$ cat src/rtl/mac_reduce_pkg.sv
`default_nettype none
// ============================================================================
//  Module      : mac_reduce_pkg
//  Description : Width helpers and the round/saturate function shared by the
//                requantising stages of the MAC datapath.
//  Revision    : 1.0 - initial release
// ============================================================================
package mac_reduce_pkg;

   // Wide signed working type for requantisation; every accumulator in the
   // datapath fits in it at realistic parameter values.
   typedef logic signed [63:0] wide_t;

   // Lane width out of group_mac: image x kernel product plus one carry bit.
   function automatic int calc_rw(input int img_w, input int ker_w);
      return img_w + ker_w + 1;
   endfunction

   // Width of the sum of all lanes.
   function automatic int calc_sw(input int rw, input int lanes);
      return rw + $clog2(lanes);
   endfunction

   // Accumulator width: lane sum plus room for 2^depth_w beats.
   function automatic int calc_aw(input int sw, input int depth_w);
      return sw + depth_w;
   endfunction

   // Round half up while dropping 'frac' fraction bits, then clamp to the
   // signed range of an out_w-bit word. The caller keeps the low out_w bits.
   function automatic wide_t round_sat(input wide_t v, input int frac, input int out_w);
      wide_t r;
      wide_t hi;
      wide_t lo;
      if (frac > 0) begin
         r = (v + (wide_t'(1) <<< (frac - 1))) >>> frac;
      end else begin
         r = v;
      end
      hi = (wide_t'(1) <<< (out_w - 1)) - wide_t'(1);
      lo = -(wide_t'(1) <<< (out_w - 1));
      if (r > hi) begin
         r = hi;
      end else if (r < lo) begin
         r = lo;
      end
      return r;
   endfunction

endpackage
`default_nettype wire

$ cat src/rtl/mac_reduce_if.sv
`default_nettype none
// ============================================================================
//  Module      : mac_reduce_if
//  Description : Lane-product input, configuration and valid/ready output
//                bundle of the MAC reduction stage.
//  Revision    : 1.0 - initial release
// ============================================================================
interface mac_reduce_if
   import mac_reduce_pkg::*;
#(
   parameter int GROUP_NB    = 4,
   parameter int IMG_WIDTH   = 16,
   parameter int KER_WIDTH   = 8,
   parameter int DEPTH_WIDTH = 8
);
   localparam int c_RW = calc_rw(IMG_WIDTH, KER_WIDTH);

   logic [DEPTH_WIDTH-1:0]    cfg_len;
   logic                      cfg_relu;
   logic [GROUP_NB*c_RW-1:0]  result;
   logic                      val;
   logic [IMG_WIDTH-1:0]      data;
   logic                      data_val;
   logic                      data_rdy;
   logic                      ovf;

   // Producer / consumer side (upstream MAC plus next-layer sink).
   modport master (
      output cfg_len, cfg_relu, result, val, data_rdy,
      input  data, data_val, ovf
   );

   // Reduction stage side.
   modport slave (
      input  cfg_len, cfg_relu, result, val, data_rdy,
      output data, data_val, ovf
   );
endinterface
`default_nettype wire

$ cat src/rtl/mac_reduce_fifo.sv
`default_nettype none
// ============================================================================
//  Module      : fifo_2deep
//  Description : Two-entry FIFO built as head + tail registers so the head
//                word and its valid flag leave straight from flops.
//  Revision    : 1.0 - initial release
// ============================================================================
module fifo_2deep #(
   parameter int WIDTH = 16
) (
   input  logic             clk,
   input  logic             rst,
   input  logic             push_i,
   input  logic [WIDTH-1:0] din_i,
   input  logic             pop_i,
   output logic [WIDTH-1:0] dout_o,
   output logic             valid_o,
   output logic             full_o
);
   logic [WIDTH-1:0] head_q;
   logic [WIDTH-1:0] tail_q;
   logic             head_val_q;
   logic             tail_val_q;

   // Head/tail shuffle; a push into a full FIFO is only taken when a pop
   // frees the head in the same cycle, otherwise it is discarded.
   always_ff @(posedge clk) begin
      if (!rst) begin
         head_q     <= '0;
         tail_q     <= '0;
         head_val_q <= 1'b0;
         tail_val_q <= 1'b0;
      end else if (pop_i && head_val_q) begin
         if (tail_val_q) begin
            head_q     <= tail_q;
            head_val_q <= 1'b1;
            tail_q     <= push_i ? din_i : tail_q;
            tail_val_q <= push_i;
         end else begin
            head_q     <= push_i ? din_i : head_q;
            head_val_q <= push_i;
         end
      end else if (push_i) begin
         if (!head_val_q) begin
            head_q     <= din_i;
            head_val_q <= 1'b1;
         end else if (!tail_val_q) begin
            tail_q     <= din_i;
            tail_val_q <= 1'b1;
         end
      end
   end

   assign dout_o  = head_q;
   assign valid_o = head_val_q;
   assign full_o  = tail_val_q;
endmodule
`default_nettype wire

$ cat src/rtl/mac_reduce.sv
`default_nettype none
// ============================================================================
//  Module      : mac_reduce
//  Description : Sums group_mac lanes, accumulates over cfg_len+1 beats,
//                rounds/saturates/ReLU-clips to image format and buffers the
//                result on a valid/ready output.
//  Revision    : 1.0 - initial release
// ============================================================================
module mac_reduce
   import mac_reduce_pkg::*;
#(
   parameter int GROUP_NB    = 4,
   parameter int IMG_WIDTH   = 16,
   parameter int IMG_FIXED   = IMG_WIDTH / 4,
   parameter int KER_WIDTH   = 8,
   parameter int KER_FIXED   = KER_WIDTH / 2,
   parameter int DEPTH_WIDTH = 8
) (
   input  logic        clk,
   input  logic        rst,
   mac_reduce_if.slave bus
);
   localparam int c_RW   = calc_rw(IMG_WIDTH, KER_WIDTH);
   localparam int c_SW   = calc_sw(c_RW, GROUP_NB);
   localparam int c_AW   = calc_aw(c_SW, DEPTH_WIDTH);
   // Lanes carry IMG_FIXED+KER_FIXED fraction bits; output keeps IMG_FIXED.
   localparam int c_DROP = (IMG_FIXED + KER_FIXED) - IMG_FIXED;

   // S1 state
   logic signed [c_SW-1:0]  sum_d;
   logic signed [c_SW-1:0]  sum_q;
   logic                    s1_val_q;
   logic [DEPTH_WIDTH-1:0]  s1_len_q;
   logic                    s1_relu_q;

   // S2 state
   logic [DEPTH_WIDTH-1:0]  cnt_q;
   logic [DEPTH_WIDTH-1:0]  len_q;
   logic                    relu_q;
   logic signed [c_AW-1:0]  acc_q;
   logic                    done_q;

   // S2/S3 combinational
   logic                    w_first;
   logic                    w_last;
   logic [DEPTH_WIDTH-1:0]  w_len;
   logic signed [c_AW-1:0]  w_sum_ext;
   logic [IMG_WIDTH-1:0]    w_rounded;
   logic [IMG_WIDTH-1:0]    w_word;

   // Output side
   logic                    w_full;
   logic                    w_pop;
   logic                    ovf_q;

   // Sign-extend every lane to the sum width and add them up.
   always_comb begin
      sum_d = '0;
      for (int k = 0; k < GROUP_NB; k++) begin
         sum_d = sum_d + c_SW'(signed'(bus.result[k*c_RW +: c_RW]));
      end
   end

   // S1: register the lane sum; cfg travels with the beat so it is sampled
   // in the same cycle as the first val of an accumulation.
   always_ff @(posedge clk) begin
      if (!rst) begin
         s1_val_q  <= 1'b0;
         sum_q     <= '0;
         s1_len_q  <= '0;
         s1_relu_q <= 1'b0;
      end else begin
         s1_val_q <= bus.val;
         if (bus.val) begin
            sum_q     <= sum_d;
            s1_len_q  <= bus.cfg_len;
            s1_relu_q <= bus.cfg_relu;
         end
      end
   end

   // First beat uses the freshly arriving length so single-beat runs finish
   // immediately; later beats compare against the latched one.
   assign w_first   = (cnt_q == '0);
   assign w_len     = w_first ? s1_len_q : len_q;
   assign w_last    = (cnt_q == w_len);
   assign w_sum_ext = c_AW'(sum_q);

   // S2: overwrite on the first beat, add afterwards; idle cycles hold.
   always_ff @(posedge clk) begin
      if (!rst) begin
         cnt_q  <= '0;
         len_q  <= '0;
         relu_q <= 1'b0;
         acc_q  <= '0;
         done_q <= 1'b0;
      end else begin
         done_q <= 1'b0;
         if (s1_val_q) begin
            acc_q <= w_first ? w_sum_ext : acc_q + w_sum_ext;
            if (w_first) begin
               len_q  <= s1_len_q;
               relu_q <= s1_relu_q;
            end
            if (w_last) begin
               done_q <= 1'b1;
               cnt_q  <= '0;
            end else begin
               cnt_q  <= cnt_q + DEPTH_WIDTH'(1);
            end
         end
      end
   end

   // S3: requantise the finished total; the next accumulation may overwrite
   // acc_q at this same edge, which is fine since the word is pushed now.
   assign w_rounded = IMG_WIDTH'(round_sat(wide_t'(acc_q), c_DROP, IMG_WIDTH));
   assign w_word    = (relu_q && w_rounded[IMG_WIDTH-1]) ? '0 : w_rounded;

   assign w_pop = bus.data_val && bus.data_rdy;

   fifo_2deep #(
      .WIDTH (IMG_WIDTH)
   ) u_fifo (
      .clk     (clk),
      .rst     (rst),
      .push_i  (done_q),
      .din_i   (w_word),
      .pop_i   (w_pop),
      .dout_o  (bus.data),
      .valid_o (bus.data_val),
      .full_o  (w_full)
   );

   // Sticky flag for a completed word that found the buffer full.
   always_ff @(posedge clk) begin
      if (!rst) begin
         ovf_q <= 1'b0;
      end else if (done_q && w_full && !w_pop) begin
         ovf_q <= 1'b1;
      end
   end

   assign bus.ovf = ovf_q;
endmodule
`default_nettype wire
$ cat src/flat_wrapper.sv
// flat-port wrapper written by rule: the top's interface ports become plain ports
module mac_reduce_flat import mac_reduce_pkg::*;
#(
   parameter int GROUP_NB    = 4,
   parameter int IMG_WIDTH   = 16,
   parameter int IMG_FIXED   = IMG_WIDTH / 4,
   parameter int KER_WIDTH   = 8,
   parameter int KER_FIXED   = KER_WIDTH / 2,
   parameter int DEPTH_WIDTH = 8
)
  (clk, rst, bus_cfg_len, bus_cfg_relu, bus_result, bus_val, bus_data_rdy, bus_data, bus_data_val, bus_ovf);
  mac_reduce_if #(.GROUP_NB(GROUP_NB), .IMG_WIDTH(IMG_WIDTH), .KER_WIDTH(KER_WIDTH), .DEPTH_WIDTH(DEPTH_WIDTH)) bus_i ();
  input  logic clk;
  input  logic rst;
  input wire logic [$bits(bus_i.cfg_len)-1:0] bus_cfg_len;
  input wire logic [$bits(bus_i.cfg_relu)-1:0] bus_cfg_relu;
  input wire logic [$bits(bus_i.result)-1:0] bus_result;
  input wire logic [$bits(bus_i.val)-1:0] bus_val;
  input wire logic [$bits(bus_i.data_rdy)-1:0] bus_data_rdy;
  output wire logic [$bits(bus_i.data)-1:0] bus_data;
  output wire logic [$bits(bus_i.data_val)-1:0] bus_data_val;
  output wire logic [$bits(bus_i.ovf)-1:0] bus_ovf;
  assign bus_i.cfg_len = bus_cfg_len;
  assign bus_i.cfg_relu = bus_cfg_relu;
  assign bus_i.result = bus_result;
  assign bus_i.val = bus_val;
  assign bus_i.data_rdy = bus_data_rdy;
  assign bus_data = bus_i.data;
  assign bus_data_val = bus_i.data_val;
  assign bus_ovf = bus_i.ovf;
  mac_reduce #(.GROUP_NB(GROUP_NB), .IMG_WIDTH(IMG_WIDTH), .IMG_FIXED(IMG_FIXED), .KER_WIDTH(KER_WIDTH), .KER_FIXED(KER_FIXED), .DEPTH_WIDTH(DEPTH_WIDTH)) u_core (.clk(clk), .rst(rst), .bus(bus_i));
endmodule
$ cat config.mk
export PLATFORM = sky130hd
export DESIGN_NAME = mac_reduce_flat
export DESIGN_NICKNAME = d
export VERILOG_FILES = /design/src/rtl/mac_reduce_pkg.sv /design/src/rtl/mac_reduce_if.sv /design/src/rtl/mac_reduce_fifo.sv /design/src/rtl/mac_reduce.sv /design/src/flat_wrapper.sv
export SDC_FILE = /design/constraint.sdc
export NUM_CORES = 1
export LEC_CHECK = 0
export ABC_AREA = 1
export ABC_CLOCK_PERIOD_IN_PS = 5200
export BUFFER_PORTS_ARGS = -buffer_cell sky130_fd_sc_hd__buf_2
export CAP_MARGIN = 40
export CORE_ASPECT_RATIO = 0.6
export CORE_MARGIN = 10
export CORE_UTILIZATION = 55
export CTS_CLUSTER_SIZE = 20
export DETAILED_ROUTE_END_ITERATION = 10
export PLACE_DENSITY_LB_ADDON = 0.15
export SLEW_MARGIN = 20
export SYNTH_ARGS = -nofsm -noshare
export SYNTH_HDL_FRONTEND = slang
export SYNTH_SLANG_ARGS = --single-unit
$ cat constraint.sdc
create_clock -name clk -period 5.2 [get_ports clk]
set_input_delay 0.78 -clock clk [delete_from_list [all_inputs] [get_ports clk]]
set_output_delay 0.78 -clock clk [all_outputs]
set_load 0.01 [all_outputs]
; ---- Yosys cells after proc, flatten, opt, wreduce, memory -nomap -nowiden
; Cells that the tools add are included.
[word_totals]
reg_bits = 125
latch_bits = 0
ramBits = 0
mem_bits_ro = 0
inputBits = 113
out_inout_bits = 18
word_cells = 65
mem_count = 0
[op_classes]
addsub = 6
mul = 0
div_mod_pow = 0
n_lt_le_gt_ge = 2
eq_ne = 4
shifts = 0
muxes = 24
n_bitwise = 0
n_reduce_logical = 15
[op_table]
columns = operator, count
row1 = $mux 16, 13
row2 = $add 35x5->36 const B, 1
row3 = $add 35x27->35, 1
row4 = $mux 35, 1
row5 = $gt 32x16->1 const B, 1
row6 = $lt 32x16->1 const B, 1
row7 = $add 26x25->27, 1
row8 = $add 27x25->27, 1
row9 = $add 25x25->26, 1
row10 = $mux 8, 2
row11 = $add 8x1->8 const B, 1
row12 = $eq 8x8->1, 1
row13 = $logic_not 8->1, 1
row14 = $mux 1, 8
row15 = $reduce_and 2->1, 3
row16 = $reduce_bool 2->1, 3
row17 = $logic_and 1x1->1, 5
row18 = $ne 2x1->1 const B, 2
row19 = $reduce_and 4->1, 1
row20 = $reduce_and 3->1, 1
row21 = $ne 2x2->1 const B, 1
row22 = $logic_not 1->1, 1

; ---- Logic depth before layout (Yosys ltp)
; Gate-level depths: netlist of run 1.
[depth]
depth_word = 10
ltp_mapped = 21
ltp_nobuf = 20

; ---- By module
; Synthesis of run 1 repeated with hierarchy kept, for this count alone.
[hier_totals]
hier_cells = 1856
hier_area_um2 = 11619.9
[modules_own_cells]
columns = mod, n_inst, cells_per_inst, area_per_inst_um2, seq_area_each_um2
row1 = mac_reduce, 1, 1565, 9863.2, 1821.7
row2 = fifo_2deep, 1, 291, 1756.7, 680.7

; ---- Worst setup path before layout of run 1
; Ideal clock, no wire load.
[synth_path]
path_type = in2reg
start = input bus_result[1]
end = register u_core.sum_q[17]
setup_ns = 0.115
arrival_ns = 3.720
required_ns = 5.085
slack_ns = 1.365
path_stages = 14
path_buffers = 0
cell_sequence = fa_1 fa_1 ha_1 inv_1 fa_1 nor3_1 nor2_1 o21bai_1 a21oi_1 o21ai_0 a21oi_1 xnor2_1 o21ai_0 inv_1
[synth_via]
elab_chain_len = 3
[synth_lines]
columns = item, line
row1 = "start, declared", flat_wrapper.sv:17  ; input wire logic [$bits(bus_i.result)-1:0] bus_result;
row2 = $add 25x25->26, mac_reduce.sv:60  ; sum_d = sum_d + c_SW'(signed'(bus.result[k*c_RW +: c_RW]));
row3 = $add 26x25->27, mac_reduce.sv:60
row4 = $add 27x25->27, mac_reduce.sv:60
row5 = "end signal, assigned", mac_reduce.sv:75  ; sum_q <= sum_d;
row6 = "end, declared", mac_reduce.sv:31  ; logic signed [c_SW-1:0] sum_q;
; No other way between the ends.
; A chain may end at the register's enable or synchronous reset.

; ---- Final worst setup path of run 1
[layout_path]
start = input bus_result[1]
end = register u_core.sum_q[15]
; The elaborated chain is that of the path after synthesis.

==> results.py, run 1 <==
metrics = {
    "final_layout": {
        "layout_common_cells": "nand2_1 (360), nor2_1 (197), a21oi_1 (163)",
        "syn_to_final_growth_pct": 13.8,
        "layout-drive-gt1-share_pct": 13.7,
        "final_common_cell": "nand2_1",
        "final_core_util_pct": 63.4,
        "antennaDiodeCount": 0,
        "fin_nets": 1875,
    },
    "min_path": {
        "holdCritPathClass": "register to register",
    },
    "placement": {
        "place_congestion": 0.988,
        "hpwl_um": 24500,
        "portBuffers": 130,
    },
    "pwr": {
        "pwr-share-seq_pct": 29.0,
        "p_leak_nw": 5.51,
        "internal_power_mw": 2.37,
        "pwr-share-clk_pct": 31.9,
        "p_per_area_nw_per_um2": 326,
        "switching_share_pct": 39.4,
        "combPwrFrac_pct": 39.1,
        "ir_worst_vdd_uv": 245,
        "p_sw_mw": 1.54,
    },
    "sta": {
        "max_freq_mhz": 252,
        "tightest_slew_ns": 0.873,
        "rsz0062_at_grt": "no",
        "drv_slew": 0,
        "finClkSkew_ns": 0.0120,
        "finalCriticalPeriod_ns": 3.97,
        "fin_tns_setup_ns": 0,
        "slew_headroom_pct": 41.2,
        "post-route-period-util_pct": 76.4,
        "finalSetupViolCount": 0,
        "hold_violations": 0,
    },
    "setup_path": {
        "crit_fanout": 4,
        "cp-end-kind": "register",
        "reg2reg_slack_ns": 1.85,
        "critPathKind": "primary input to register",
        "arrival_ns": 4.27,
        "cp.required_ns": 5.50,
        "cp-start-kind": "primary input",
    },
    "cts": {
        "cts_resized": 0,
        "cts_setup_buffers": 0,
        "path_clk_slew_ns": 0.06,
        "clkSinkCount": 125,
        "clockRootBuffer": "clkbuf_16",
        "cts_tree": "done",
        "cts_inserted_buffers": 17,
        "hold_buffers": 0,
        "h-tree-depth": 4,
        "clk_latency_ns": 0.43,
        "cts_buffer_depth": 2,
    },
    "yosys": {
        "synth_cells": 1538,
        "async_reset_ff_share_pct": 0,
        "synth_edf_count": 0,
        "netlist_area_sq_um": 10500,
        "synth_cell_types": 45,
        "ys_warn_count": 0,
        "synth_area_per_cell_sq_um": 6.85,
        "seq_area_frac_synth_pct": 23.7,
        "synthFlopType": "dfxtp_1",
        "synth_fp_nets": 1766,
        "synth-seq-cells": 125,
    },
    "detailed_routing": {
        "vias": 10700,
        "via_per_inst": 5.59,
        "drtIter0Drc": 1138,
        "drtPass1Iterations": 5,
        "totalWireLength_um": 31600,
        "ant_nets": 0,
        "wl_per_cell_um": 16.6,
        "drc": 0,
    },
    "floorplan": {
        "die_w_um": 199,
        "std_cell_rows": 39,
        "initial_core_util_pct": 55.7,
        "pin_count": 131,
        "core_area_sq_um": 18900,
        "dieArea_sq_um": 25300,
        "die_h_um": 127,
    },
    "global_routing": {
        "grt-ovfl-total": 0,
        "grt_pass1_wl_um": 51300,
        "antenna_found_initial": 0,
        "grt_max_degree": 63,
        "grt_pass1_vias": 10000,
        "track_usage_pct": 24.9,
    },
    "status": {
        "status": "finished, final reports clean",
    },
    "job": {
        "cap_viol_max_count": 0,
    },
}
-- Yosys cell counts (2+ instances only) --
library cell / count / area [sq um]
o221ai_1: 3 / 26.3
buf_1: 5 / 18.8
o21ai_1: 3 / 15.0
fa_1: 52 / 1040
xor2_1: 43 / 377
and2_1: 2 / 12.5
mux2i_1: 2 / 20.0
inv_2: 3 / 11.3
nor3_1: 11 / 55.1
clkbuf_1: 38 / 143
xnor2_1: 29 / 254
a21o_1: 11 / 82.6
buf_2: 2 / 10.0
o21bai_1: 4 / 30.0
nand2_1: 360 / 1350
or2_0: 2 / 12.5
inv_1: 129 / 484
ha_1: 63 / 788
o21ai_0: 132 / 661
nand3b_1: 10 / 75.1
nor2_2: 9 / 56.3
a21oi_2: 10 / 87.6
o211ai_1: 13 / 97.6
a21oi_1: 163 / 816
nor4_1: 7 / 43.8
o21a_1: 4 / 30.0
nand4_1: 9 / 56.3
buf_4: 2 / 15.0
nor2_1: 197 / 739
nor2_4: 6 / 67.6
nand3_1: 48 / 240
a31oi_1: 6 / 37.5
or2_2: 6 / 37.5
nand2_2: 16 / 100
dfxtp_1: 125 / 2500
a221oi_1: 2 / 17.5
nand2_4: 3 / 33.8
-- cell type report --
class	instances	area (sq um)
Sequential cell	125	2500
Fill cell	1773	6940
Inverter	132	495
Clock inverter	14	169
Multi-Input combinational cell	1232	7340
Timing Repair Buffer	139	753
Clock buffer	18	429
Tap cell	246	308
-- path summary, 6_finish.rpt --
| check | start | endpoint | cells after the start |
|---|---|---|---|
| max | bus_result[1] | u_core.sum_q[15] | 15 |
| min | u_core.len_q[0] | u_core.len_q[0] | 2 |
| max reg2reg | u_core.sum_q[0] | u_core.acc_q[30] | 17 |
| min reg2reg | u_core.len_q[0] | u_core.len_q[0] | 2 |
-- cell families after synthesis --
family          after synthesis  share of synthesized area [%]
flops                       125                           23.7
fa+ha+maj                   115                           17.4
compound gates              354                           18.3
mux                           2                          0.190
buf+inv                     181                           6.77
simple gates                688                           27.5
xor+xnor                     73                           6.14
-- power by group through the flow --
stage	Sequential, mW	Combinational (mW)	Clock [mW]
finish	1.14	1.53	1.25
global route	1.14	1.72	1.29
CTS	1.13	1.49	1.25
detailed placement	1.15	1.48	0
global placement	1.15	1.44	0
floorplan	1.11	1.11	0
-- sequential cells by signal, summed over array words and instances (netlist names) --
register,count
u_core.relu_q,1
u_core.bus.ovf,1
u_core.cnt_q,8
u_core.u_fifo.full_o,1
u_core.done_q,1
u_core.len_q,8
u_core.s1_relu_q,1
u_core.sum_q,27
u_core.u_fifo.valid_o,1
u_core.u_fifo.dout_o,16
u_core.acc_q,35
u_core.s1_val_q,1
u_core.s1_len_q,8
u_core.u_fifo.tail_q,16
-- layer usage --
layer	track usage [%]	vias up	wire length, um
met5	0	-	0
met4	4.87	0	292
met3	5.40	31	3090
met1	38.1	4942	15700
met2	34.7	424	12500
li1	-	5265	-
-- critical path, stage by stage --
cell	delay (ns)
buf_2	0.11
fa_1	0.52
fa_1	0.54
ha_1	0.25
inv_1	0.09
fa_1	0.42
nor3_1	0.21
nor2_1	0.10
o21bai_1	0.22
a21oi_1	0.14
o21ai_0	0.43
nand3_1	0.13
nand2_1	0.12
xnor2_1	0.13
a21oi_1	0.08
-- through the flow --
stage	instances	hold slack (ns)	power, mW	cell area (sq um)	setup WS [ns]
2_1_floorplan	1538	0.430	2.22	10500	1.36
6_report	1906	0.456	3.91	12000	1.23
5_1_grt	1906	0.471	4.15	12000	0.996
4_1_cts	1904	0.453	3.87	12000	1.30
3_3_place_gp	1870	0.439	2.59	11300	0.907
3_5_place_dp	1872	0.444	2.63	11400	0.853
No activity file was read; power rests on OpenSTA's default activity.
==> inputs of run 2 (changes only) <==
--- a/config.mk
+++ b/config.mk
@@ -6,7 +6,7 @@
 export NUM_CORES = 1
 export LEC_CHECK = 0
 export ABC_AREA = 1
-export ABC_CLOCK_PERIOD_IN_PS = 5200
+export ABC_CLOCK_PERIOD_IN_PS = 3740
 export BUFFER_PORTS_ARGS = -buffer_cell sky130_fd_sc_hd__buf_2
 export CAP_MARGIN = 40
 export CORE_ASPECT_RATIO = 0.6
==> constraint.sdc (replaced) <==
create_clock -name clk -period 3.74 [get_ports clk]
set_input_delay 0.561 -clock clk [delete_from_list [all_inputs] [get_ports clk]]
set_output_delay 0.561 -clock clk [all_outputs]
set_load 0.01 [all_outputs]
==> results.py, run 2 (synthesized netlist as in run 1, its figures left out) <==
metrics = {
    "detailed_routing": {
        "met3_length_um": 2950,
        "drtIter0Drc": 864,
        "via_per_inst": 5.51,
        "drtPass1Iterations": 5,
        "ant_nets": 0,
        "wl_per_cell_um": 16.0,
        "vias": 10600,
        "drc": 0,
        "totalWireLength_um": 30800,
        "met1_length_um": 15500,
        "wl_met2_um": 12200,
        "dr.max_layer_used": "met4",
    },
    "global_routing": {
        "grt_pass1_wl_um": 49900,
        "grt-ovfl-total": 0,
        "antenna_found_initial": 0,
        "track_usage_pct": 24.1,
        "grt_max_degree": 62,
        "grt_pass1_vias": 9811,
    },
    "sta": {
        "finalCriticalPeriod_ns": 3.46,
        "max_freq_mhz": 289,
        "hold_violations": 0,
        "finClkSkew_ns": 0.0124,
        "post-route-period-util_pct": 92.5,
        "tightest_slew_ns": 0.709,
        "drv_slew": 0,
        "rsz0062_at_grt": "no",
        "slew_headroom_pct": 52.3,
        "finalSetupViolCount": 0,
    },
    "placement": {
        "place_congestion": 0.995,
        "dp.cells": 1894,
        "portBuffers": 130,
        "dpl_cell_area_sq_um": 11500,
        "hpwl_um": 24400,
    },
    "cts": {
        "cts_inserted_buffers": 17,
        "cts_setup_buffers": 0,
        "clk_latency_ns": 0.42,
        "cts_resized": 0,
        "hold_buffers": 0,
        "h-tree-depth": 4,
        "cts_tree": "done",
        "cts_buffer_depth": 2,
        "clkSinkCount": 125,
        "path_clk_slew_ns": 0.06,
        "clockRootBuffer": "clkbuf_16",
    },
    "final_layout": {
        "syn_to_final_growth_pct": 15.2,
        "largest_reg_flops": 35,
        "fin_nets": 1896,
        "layout-drive-gt1-share_pct": 14.8,
        "layout_common_cells": "nand2_1 (360), nor2_1 (197), a21oi_1 (163)",
        "largestRegisters": "u_core.acc_q (35), u_core.sum_q (27)",
        "fin_cells": 1927,
        "final_common_cell": "nand2_1",
        "top_register": "u_core.acc_q",
        "finalInstanceArea_sq_um": 12100,
        "antennaDiodeCount": 0,
    },
    "floorplan": {
        "initial_core_util_pct": 55.7,
        "core_area_sq_um": 18900,
        "dieArea_sq_um": 25300,
        "die_h_um": 127,
        "die_w_um": 199,
        "std_cell_rows": 39,
        "pin_count": 131,
    },
    "job": {
        "cap_viol_max_count": 0,
    },
    "pwr": {
        "p_leak_nw": 5.62,
        "p_per_area_nw_per_um2": 448,
        "power_mw": 5.44,
        "ir_worst_vdd_uv": 304,
    },
    "min_path": {
        "holdCritPathClass": "primary input to register",
    },
    "status": {
        "status": "finished, final reports clean",
    },
    "setup_path": {
        "arrival_ns": 3.77,
        "crit_fanout": 2,
        "cp-start-kind": "primary input",
        "cp.required_ns": 4.05,
        "critPathKind": "primary input to register",
        "cp-end-kind": "register",
    },
}
## run 2: cell count changes in the layout (fill, tap and decap cells not counted)
| cell | previous run | this run |
|---|---|---|
| buf_4 | 5 | 26 |
| buf_12 | 1 | 2 |
| buf_16 | 0 | 1 |
| inv_6 | 2 | 3 |
| a31oi_4 | 1 | 0 |
| buf_8 | 3 | 1 |
| clkinv_4 | 3 | 2 |
| bufinv_16 | 3 | 2 |
| a31oi_2 | 0 | 1 |
| clkbuf_8 | 0 | 1 |
## run 2: metrics by stage
stage | util (%) | setup slack, ns | TNS, ns | hold WS (ns)
after floorplan | - | 0.124 | 0 | 0.430
after global placement | 60.6 | -0.0436 | -0.0501 | 0.441
after detailed placement | 61.0 | -0.124 | -0.347 | 0.444
after CTS | 64.0 | 0.308 | 0 | 0.356
after global routing | 64.1 | 0.0768 | 0 | 0.364
final | 64.1 | 0.280 | 0 | 0.363
## run 2: per-layer routing
layer	vias up	global-route usage (%)
met5	-	0
met4	0	4.11
met3	17	6.66
met2	386	33.5
met1	4899	36.2
li1	5313	-
## run 2: final cells by class
type	instances	area, sq um
Timing Repair Buffer	160	928
Inverter	132	495
Tap cell	246	308
Multi-Input combinational cell	1232	7330
Clock buffer	19	443
Clock inverter	13	139
Sequential cell	125	2500
Fill cell	1754	6790
## run 2: critical path, stage by stage
cell and delay [ns]:
buf_2 0.11, fa_1 0.53, fa_1 0.53, ha_1 0.18, inv_1 0.07, fa_1 0.37, nor3_1 0.19, nor2_1 0.09
o21bai_1 0.20, a21oi_1 0.13, o21ai_0 0.31, buf_4 0.18, nand3_1 0.06, nand2_1 0.08, xnor2_1 0.11, a21oi_1 0.07
## run 2: power by group
part | internal, mW | switching [mW]
logic | 0.882 | 1.33
clock network | 1.00 | 0.656
registers | 1.45 | 0.126
## run 2: path summary, 6_finish.rpt
kind | from | slack [ns] | endpoint | cells after the start
worst min register to register | u_core.len_q[4] | 0.45 | u_core.len_q[4] | 2
worst max-delay path | bus_result[1] | 0.28 | u_core.sum_q[15] | 16
worst min-delay path | bus_cfg_len[2] | 0.36 | u_core.s1_len_q[2] | 3
worst max register to register | u_core.sum_q[0] | 0.54 | u_core.acc_q[22] | 15
